--- src/rtl/elevator_ctrl.sv ---
// elevator_ctrl: single-cab elevator controller.
//   Latches cab (call_in) and hall (call_up/call_down) requests. The cab keeps
//   travelling in its current direction while requests remain that way, and
//   runs a door cycle (open, hold, close) at each served floor.
// Ports:
//   clk, reset        - clock; asynchronous active-high reset
//   call_in/up/down   - per-floor request buttons, bit i = floor i
//   sensor_up/down    - one-cycle pulse when the cab reaches the next floor
//   sensor_inside     - doorway obstructed
//   sensor_door       - door fully closed
//   engine            - 00 stop, 01 up, 10 down (registered)
//   door              - 1 open command, 0 close command (registered)
//   level_display     - current floor (registered)
//   inactivate_*      - one-cycle pulses marking the request bits just served
module elevator_ctrl #(
    parameter int FLOORS  = 4,
    parameter int DELAY   = 8,
    parameter int LEVEL_W = 2
) (
    input  logic               clk,
    input  logic               reset,
    input  logic [FLOORS-1:0]  call_in,
    input  logic [FLOORS-1:0]  call_up,
    input  logic [FLOORS-1:0]  call_down,
    input  logic               sensor_up,
    input  logic               sensor_down,
    input  logic               sensor_inside,
    input  logic               sensor_door,
    output logic [1:0]         engine,
    output logic               door,
    output logic [LEVEL_W-1:0] level_display,
    output logic [FLOORS-1:0]  inactivate_in_levels,
    output logic [FLOORS-1:0]  inactivate_out_up_levels,
    output logic [FLOORS-1:0]  inactivate_out_down_levels
);

    localparam int CNT_W = (DELAY > 1) ? $clog2(DELAY) : 1;
    localparam logic [LEVEL_W-1:0] TOP    = LEVEL_W'(FLOORS - 1);
    localparam logic [CNT_W-1:0]   RELOAD = CNT_W'(DELAY - 1);

    typedef enum logic [2:0] {
        IDLE, DOOR_OPEN, DOOR_WAIT, DOOR_CLOSE, MOVE_UP, MOVE_DOWN
    } state_t;

    state_t              state, state_n;
    logic                dir, dir_n;
    logic [LEVEL_W-1:0]  level_n;
    logic [CNT_W-1:0]    cnt, cnt_n;
    logic [FLOORS-1:0]   req_in, req_up, req_dn, pend, here;
    logic [FLOORS-1:0]   clr_in, clr_up, clr_dn, block;
    logic                up_any, dn_any, both;
    logic [1:0]          engine_n;
    logic                door_n;

    function automatic logic any_above(input logic [FLOORS-1:0] p,
                                       input logic [LEVEL_W-1:0] l);
        logic r;
        r = 1'b0;
        for (int unsigned i = 0; i < FLOORS; i++)
            if (i > 32'(l)) r = r | p[i];
        return r;
    endfunction

    function automatic logic any_below(input logic [FLOORS-1:0] p,
                                       input logic [LEVEL_W-1:0] l);
        logic r;
        r = 1'b0;
        for (int unsigned i = 0; i < FLOORS; i++)
            if (i < 32'(l)) r = r | p[i];
        return r;
    endfunction

    always_comb begin
        pend = req_in | req_up | req_dn;
        for (int unsigned i = 0; i < FLOORS; i++)
            here[i] = (32'(level_display) == i);
        up_any = any_above(pend, level_display);
        dn_any = any_below(pend, level_display);
    end

    // State, level, counter and all outputs are registered here; the request
    // registers apply clears after sets so a coincident clear wins.
    always_ff @(posedge clk or posedge reset) begin
        if (reset) begin
            state                      <= IDLE;
            dir                        <= 1'b1;
            level_display              <= '0;
            cnt                        <= '0;
            req_in                     <= '0;
            req_up                     <= '0;
            req_dn                     <= '0;
            engine                     <= 2'b00;
            door                       <= 1'b0;
            inactivate_in_levels       <= '0;
            inactivate_out_up_levels   <= '0;
            inactivate_out_down_levels <= '0;
        end else begin
            state                      <= state_n;
            dir                        <= dir_n;
            level_display              <= level_n;
            cnt                        <= cnt_n;
            req_in                     <= (req_in | (call_in   & ~block)) & ~clr_in;
            req_up                     <= (req_up | (call_up   & ~block)) & ~clr_up;
            req_dn                     <= (req_dn | (call_down & ~block)) & ~clr_dn;
            engine                     <= engine_n;
            door                       <= door_n;
            inactivate_in_levels       <= clr_in & req_in;
            inactivate_out_up_levels   <= clr_up & req_up;
            inactivate_out_down_levels <= clr_dn & req_dn;
        end
    end

    always_comb begin
        state_n = state;
        dir_n   = dir;
        level_n = level_display;
        cnt_n   = cnt;
        clr_in  = '0;
        clr_up  = '0;
        clr_dn  = '0;
        block   = '0;
        both    = 1'b0;
        unique case (state)
            IDLE: begin
                if (pend[level_display]) begin
                    state_n = DOOR_OPEN;
                end else if (up_any && (dir || !dn_any)) begin
                    state_n = MOVE_UP;
                    dir_n   = 1'b1;
                end else if (dn_any) begin
                    state_n = MOVE_DOWN;
                    dir_n   = 1'b0;
                end
            end
            MOVE_UP: begin
                // Stop decision uses the floor just reached (level_n).
                if (sensor_up && level_display != TOP) begin
                    level_n = level_display + LEVEL_W'(1);
                    if (req_in[level_n] || req_up[level_n] ||
                        (req_dn[level_n] && !any_above(pend, level_n)) ||
                        level_n == TOP)
                        state_n = DOOR_OPEN;
                end
            end
            MOVE_DOWN: begin
                if (sensor_down && level_display != '0) begin
                    level_n = level_display - LEVEL_W'(1);
                    if (req_in[level_n] || req_dn[level_n] ||
                        (req_up[level_n] && !any_below(pend, level_n)) ||
                        level_n == '0)
                        state_n = DOOR_OPEN;
                end
            end
            DOOR_OPEN: begin
                if (!sensor_door) begin
                    state_n = DOOR_WAIT;
                    cnt_n   = RELOAD;
                    // With nothing left ahead, the cab may reverse, so both
                    // hall directions at this floor count as served.
                    both    = dir ? !up_any : !dn_any;
                    clr_in  = here;
                    if (dir || both)  clr_up = here;
                    if (!dir || both) clr_dn = here;
                end
            end
            DOOR_WAIT: begin
                block = here;
                if (sensor_inside || call_in[level_display] ||
                    call_up[level_display] || call_down[level_display])
                    cnt_n = RELOAD;
                else if (cnt == '0)
                    state_n = DOOR_CLOSE;
                else
                    cnt_n = cnt - CNT_W'(1);
            end
            DOOR_CLOSE: begin
                if (sensor_inside)
                    state_n = DOOR_OPEN;
                else if (sensor_door)
                    state_n = IDLE;
            end
            default: state_n = IDLE;
        endcase
    end

    always_comb begin
        engine_n = 2'b00;
        if (sensor_door) begin
            if (state_n == MOVE_UP)   engine_n = 2'b01;
            if (state_n == MOVE_DOWN) engine_n = 2'b10;
        end
        door_n = (state_n == DOOR_OPEN) || (state_n == DOOR_WAIT);
    end

endmodule

--- config.mk ---
export PLATFORM = sky130hd
export DESIGN_NAME = elevator_ctrl
export DESIGN_NICKNAME = d
export VERILOG_FILES = /design/src/rtl/elevator_ctrl.sv
export SDC_FILE = /design/constraint.sdc
export NUM_CORES = 1
export LEC_CHECK = 0
export ABC_AREA = 1
export CAP_MARGIN = 20
export CORE_ASPECT_RATIO = 0.6
export CORE_MARGIN = 1
export CORE_UTILIZATION = 30
export DETAILED_ROUTE_END_ITERATION = 8
export SLEW_MARGIN = 20
export SYNTH_ARGS = -nofsm -noshare
export SYNTH_HDL_FRONTEND = slang
export SYNTH_SLANG_ARGS = --single-unit
--- constraint.sdc ---
create_clock -name clk -period 2.4 [get_ports clk]
set_clock_uncertainty 0.2 [all_clocks]
set_input_delay 0.24 -clock clk [delete_from_list [all_inputs] [get_ports clk]]
set_output_delay 0.24 -clock clk [all_outputs]
set_load 0.02 [all_outputs]
== Word-level counts from Yosys, hierarchy flattened ==
Index checks and enable logic that the tools add are counted.

* Register bits: 36
* Word-level logic and storage cells: 188

* Muxes and demuxes: 79
* Bitwise logic cells: 27
* Add/subtract/negate cells: 3
* Magnitude comparators: 15
* Reduce and logical (&&, ||, !) cells: 34
* Equal/unequal tests: 18

{| class="wikitable"
|+ Operator list
! kind !! number
|-
| 3-bit 2-to-1 mux || 15
|-
| 1-bit 2-to-1 mux || 38
|-
| 4-bit bitwise AND || 9
|-
| 4-bit 2-to-1 mux || 9
|-
| 1-bit binary-select mux with 2-bit select || 10
|-
| 4-bit bitwise OR || 5
|-
| 3-bit case mux with 6 select lines || 1
|-
| 4-bit inverter || 4
|-
| 1-bit logical OR || 13
|-
| 3-bit equality test (second input constant) || 4
|-
| 3-bit by 2-bit equality test with 1-bit output (second input constant) || 3
|-
| 2-bit by 3-bit less-than comparator with 1-bit output (second input constant) || 3
|-
| 3-bit AND reduction || 3
|-
| 2-bit greater-than comparator (first input constant) || 4
|-
| 1-bit by 2-bit less-than comparator with 1-bit output (first input constant) || 4
|-
| 2-bit 2-to-1 mux || 4
|-
| 2-bit != test (second input constant) || 4
|-
| 1-bit bitwise OR || 8
|-
| 2-bit nonzero test || 4
|-
| 2-bit equality test (second input constant) || 3
|-
| 3-bit by 1-bit equality test with 1-bit output (second input constant) || 2
|-
| 3-bit logical NOT || 2
|-
| 3-bit case mux with 2 select lines || 1
|-
| 1-bit logical AND || 5
|-
| 11 further kinds || 18
|}

== Longest topological paths before layout ==
* Depth after elaboration: 24
* Gate-level depth with buffers: 13
* Depth with buffers taken out: 13

== Least setup slack after synthesis ==
OpenSTA, ideal clock, no wires.

* Path type: flip-flop to flip-flop
* Start: register level_display[0]
* End: register door
* Slack: 0.240 ns
* Stages on the path, launching flop included: 13
* Data required time: 2.083 ns
* Buffers on the path: 0
* Clock period less this slack: 2.160 ns
* Data arrival time: 1.843 ns
* Library setup time: 0.117 ns
* Cells stage by stage: dfrtp_1 inv_2 ha_1 inv_1 nand3_1 nand2_1 nand2_1 nor2_2 nor2_1 nor2_2 nand2_2 nand3_1 nand2_1

* Word-level cells in the longest chain between the ends: 22

{| class="wikitable"
|+ Ends and longest elaborated chain
! what !! RTL line !! source
|-
| start, declared || 31 || <nowiki>output logic [LEVEL_W-1:0] level_display,</nowiki>
|-
| start signal, assigned || 100 || <nowiki>level_display <= level_n;</nowiki>
|-
| 2-bit by 1-bit subtractor with 2-bit output or 2-bit by 1-bit adder with 2-bit output (tied branches) || 147, 138 ||
|-
| 1-bit by 2-bit less-than comparator with 1-bit output or 1-bit by 2-bit greater-than comparator with 1-bit output (tied branches) || 69, 60 ||
|-
| 1-bit 2-to-1 mux, on equally long branches || 69, 60 ||
|-
| 1-bit 2-to-1 mux, on equally long branches || 146, 137 ||
|-
| 1-bit 2-to-1 mux || 123 || <nowiki>unique case (state)</nowiki>
|-
| 1-bit bitwise OR, on equally long branches || 69, 60 ||
|-
| 1-bit 2-to-1 mux, on equally long branches || 69, 60 ||
|-
| 1-bit 2-to-1 mux, on equally long branches || 146, 137 ||
|-
| [8 not listed] || -- ||
|-
| 1-bit logical OR, on equally long branches || 149, 140 ||
|-
| 3-bit 2-to-1 mux, on equally long branches || 148, 139 ||
|-
| 3-bit 2-to-1 mux, on equally long branches || 146, 137 ||
|-
| 3-bit case mux with 6 select lines * || 123 ||
|-
| via state_n[0] || 45 || <nowiki>state_t state, state_n;</nowiki>
|-
| 3-bit by 1-bit equality test with 1-bit output or 3-bit by 2-bit equality test with 1-bit output (tied branches) || 192 || <nowiki>door_n = (state_n == DOOR_OPEN) || (state_n == DOOR_WAIT);</nowiki>
|-
| 1-bit logical OR * || 192 ||
|-
| via door_n || 53 || <nowiki>logic door_n;</nowiki>
|-
| end signal, assigned || 106 || <nowiki>door <= door_n;</nowiki>
|-
| end, declared || 30 || <nowiki>output logic door,</nowiki>
|}

The timed path passes the listed nets; every way through them passes the cells marked *. The select of a mux whose other input is x is not followed.
A chain may end at the register's enable or synchronous reset.

== Worst setup path in the final report ==
Ends and elaborated chain as after synthesis.

==> impl_metrics.tcl <==
set metrics [dict create \
    outcome "finished, final reports clean" \
    first_pass_iters 4 \
    ant_nets 0 \
    grt_overflow_total 0 \
    p_sw_share_pct 42.72 \
    min_period_ns 2.128 \
    path_class "flip-flop to flip-flop" \
    ctsHoldBuffers 0 \
    power_density_mw_per_mm2 1151 \
    port_buffers 34 \
    area_growth_pct 30.83 \
    crit_slowest_cell "dfrtp_1" \
    synthFlopType "dfrtp_1" \
    p_switching_mw 1.342 \
    path_max_fanout 7 \
    n_antenna_cell 0 \
    path_buf_inv 2 \
    ir_drop_mv 0.4198 \
    clockBufferDepth 2 \
    crit_start "level_display[0]" \
    fillers 704 \
    core_area_sq_mm 0.006705 \
    post-route-util_pct 40.70 \
    r2r-start "level_display[0]" \
    final_cells 413 \
    layout-drive-gt1-share_pct 11.04 \
    grt_pass1_wl_microns 8797 \
    cp_data_arrival_time_ns 2.10 \
    dpl.hpwl_microns 4133 \
    yosysSeqAreaShare_pct 43.25 \
    synth-async-reset-ratio_pct 100.0 \
    clock.fmax_mhz 470.0 \
    synth.most_common_cell "nand2_1" \
    synth_area_leaders "dfrtp_1 (42%), nand2_1 (14%), inv_1 (7.2%)" \
    final_cell_area_sq_mm 0.002729 \
    initial_utilization_pct 31.11 \
    pwr-share-clk_pct 23.5 \
    antenna_found_initial 0 \
    worst_setup_path_start_kind "flip-flop" \
    crit_path_end_kind "flip-flop" \
    synth_warnings 0 \
    path_cells "inv_2, ha_1, inv_1, nand3_1, nand2_1, nand2_1, nor2_2, nor2_1, nor2_2, nand2_2, nand3_1, nand2_1" \
    finalWirelength_microns 5199 \
    cts.reportedPaths.clkPinSlew_ns 0.06 \
    avgSynthCellArea_sq_um 7.449 \
    seq_power_share_pct 28.3 \
    route.detailed.drc 0 \
    setup_viol 0 \
    synth_common_cells "nand2_1 (78), inv_1 (40), dfrtp_1 (35)" \
    netlist_area_sq_mm 0.002086 \
    preCtsSetupSlack_ns 0.2639 \
    chipHeight_microns 66.59 \
    drv_slew 0 \
    placedCellCount 405 \
    synth-edff-count 0 \
    clock-sinks 36 \
    yosys.cell_types.count 29 \
    htree_levels 2 \
    post_cts_buffers 0 \
    power_mw 3.141 \
    cts_root_buf "clkbuf_16" \
    synth_nets 306 \
    comb_power_share_pct 48.2 \
    slew_headroom_pct 69.50 \
    worstMarginPinSlew_ns 0.4575 \
    rsz0062_at_grt "false" \
    num_io_pins 35 \
    dieArea_sq_mm 0.007301 \
    routabilityCongestion 0.9050 \
    synth.ff_latch_count 36 \
    avgRoutedWirePerCell_microns 12.59 \
    hp-class "primary input to asynchronous set/reset pin" \
    grt_max_degree 37 \
    cp_slowest_stage_delay_ns 0.44 \
    netlist_instances 280 \
    cts_tree "built" \
    vias 1848 \
    crit_path_frequent_cell "nand2_1" \
    hold_viol 0 \
    fin_setup_tns_ns 0 \
    nNetsFinal 351 \
    clk-insertion-delay-late_ns 0.28 \
    grt_use_total_pct 16.42 \
    worstPathRequired_ns 2.37 \
    cts_resized 0 \
    synth.largest_area_cell "dfrtp_1" \
    yosys.area.top_type_share_pct 41.99 \
    cp_top_family "simple AND/OR/NAND/NOR gates" \
    grt_pass1_vias 1740 \
    setup_ws_ns 0.2723 \
    cts_made_buffers 5 \
    rows 23 \
    drt_iter0_drc 109 \
    internal_power_mw 1.799 \
    die_x_microns 109.6 \
    maxCapViolations 0 \
    fin_crit_sh_pct 88.65 \
    hold-worst-slack_ns 0.1636 \
    dpl_cell_area_sq_mm 0.002561 \
    leakage_nw 1.367 \
    routed_via_density 4.475 \
]
[registers in the layout, indices dropped and copies added, names as in the netlist]
name / cells
inactivate_in_levels: 4
inactivate_out_down_levels: 4
inactivate_out_up_levels: 4
req_dn: 4
req_in: 4
req_up: 4
cnt: 3
state: 3
engine: 2
level_display: 2
dir: 1
door: 1
[layer usage]
| metal | global-route usage, % | share of wire, % |
|---|---|---|
| met5 | 0 | 0 |
| met4 | 5.167 | 1.4 |
| met3 | 3.914 | 5.9 |
| met2 | 20.83 | 37 |
| met1 | 26.04 | 56 |
[path summary, 6_finish.rpt]
path | slack (ns) | depth (start not counted) | to
min in group clk | 0.31 | 2 | dir
max in group asynchronous | 1.50 | 3 | dir
worst min-delay path | 0.16 | 3 | state[2]
worst max-delay path | 0.27 | 12 | door
worst min register to register | 0.31 | 2 | dir
worst max register to register | 0.27 | 12 | door
[cell type report]
type | instances | area [sq um] | share of cell area [%]
Clock buffer | 5 | 125.1 | 4.585
Clock inverter | 3 | 42.54 | 1.559
Inverter | 46 | 172.7 | 6.327
Multi-Input combinational cell | 197 | 999.7 | 36.63
Sequential cell | 36 | 902.1 | 33.06
Tap cell | 87 | 108.9 | 3.989
Timing Repair Buffer | 39 | 377.9 | 13.85
[worst reg2reg max path: stages, from the launching register on]
cell,delay (ns)
dfrtp_1,0.44
inv_2,0.11
ha_1,0.40
inv_1,0.14
nand3_1,0.09
nand2_1,0.07
nand2_1,0.05
nor2_2,0.12
nor2_1,0.06
nor2_2,0.13
nand2_2,0.08
nand3_1,0.08
nand2_1,0.05
[power groups by stage]
| stage | registers [mW] | clock network [mW] | logic, mW |
|---|---|---|---|
| after floorplan | 0.967 | 0 | 0.963 |
| after global placement | 0.894 | 0 | 1.51 |
| after detailed placement | 0.898 | 0 | 1.52 |
| after CTS | 0.891 | 0.756 | 1.52 |
| after global routing | 0.917 | 0.784 | 1.73 |
| final | 0.890 | 0.738 | 1.51 |
[cell families (layout without fill, tap and decap cells)]
group,count (synthesis),in the layout,share of synthesized area (%)
xor+xnor,2,2,0.8400
compound gates,35,35,10.14
fa+ha+maj,8,8,4.799
buf+inv,47,93,8.818
simple gates,152,152,32.15
flops,36,36,43.25
[layout by cell type (no fill, tap or decap), types with 2 or more instances in the layout]
master,count
o31ai_1,2
nand2_1,78
ha_1,8
dfrtp_1,35
o21ai_0,6
a21oi_1,22
a21oi_2,2
nor2_4,2
nor3_1,5
clkbuf_16,5
nor2_2,5
clkdlybuf4s50_1,34
inv_1,40
nor2_1,34
nand2_2,2
xor2_1,2
nand3_1,18
inv_2,6
buf_4,5
Note: power is estimated with default switching activity, not from simulation.
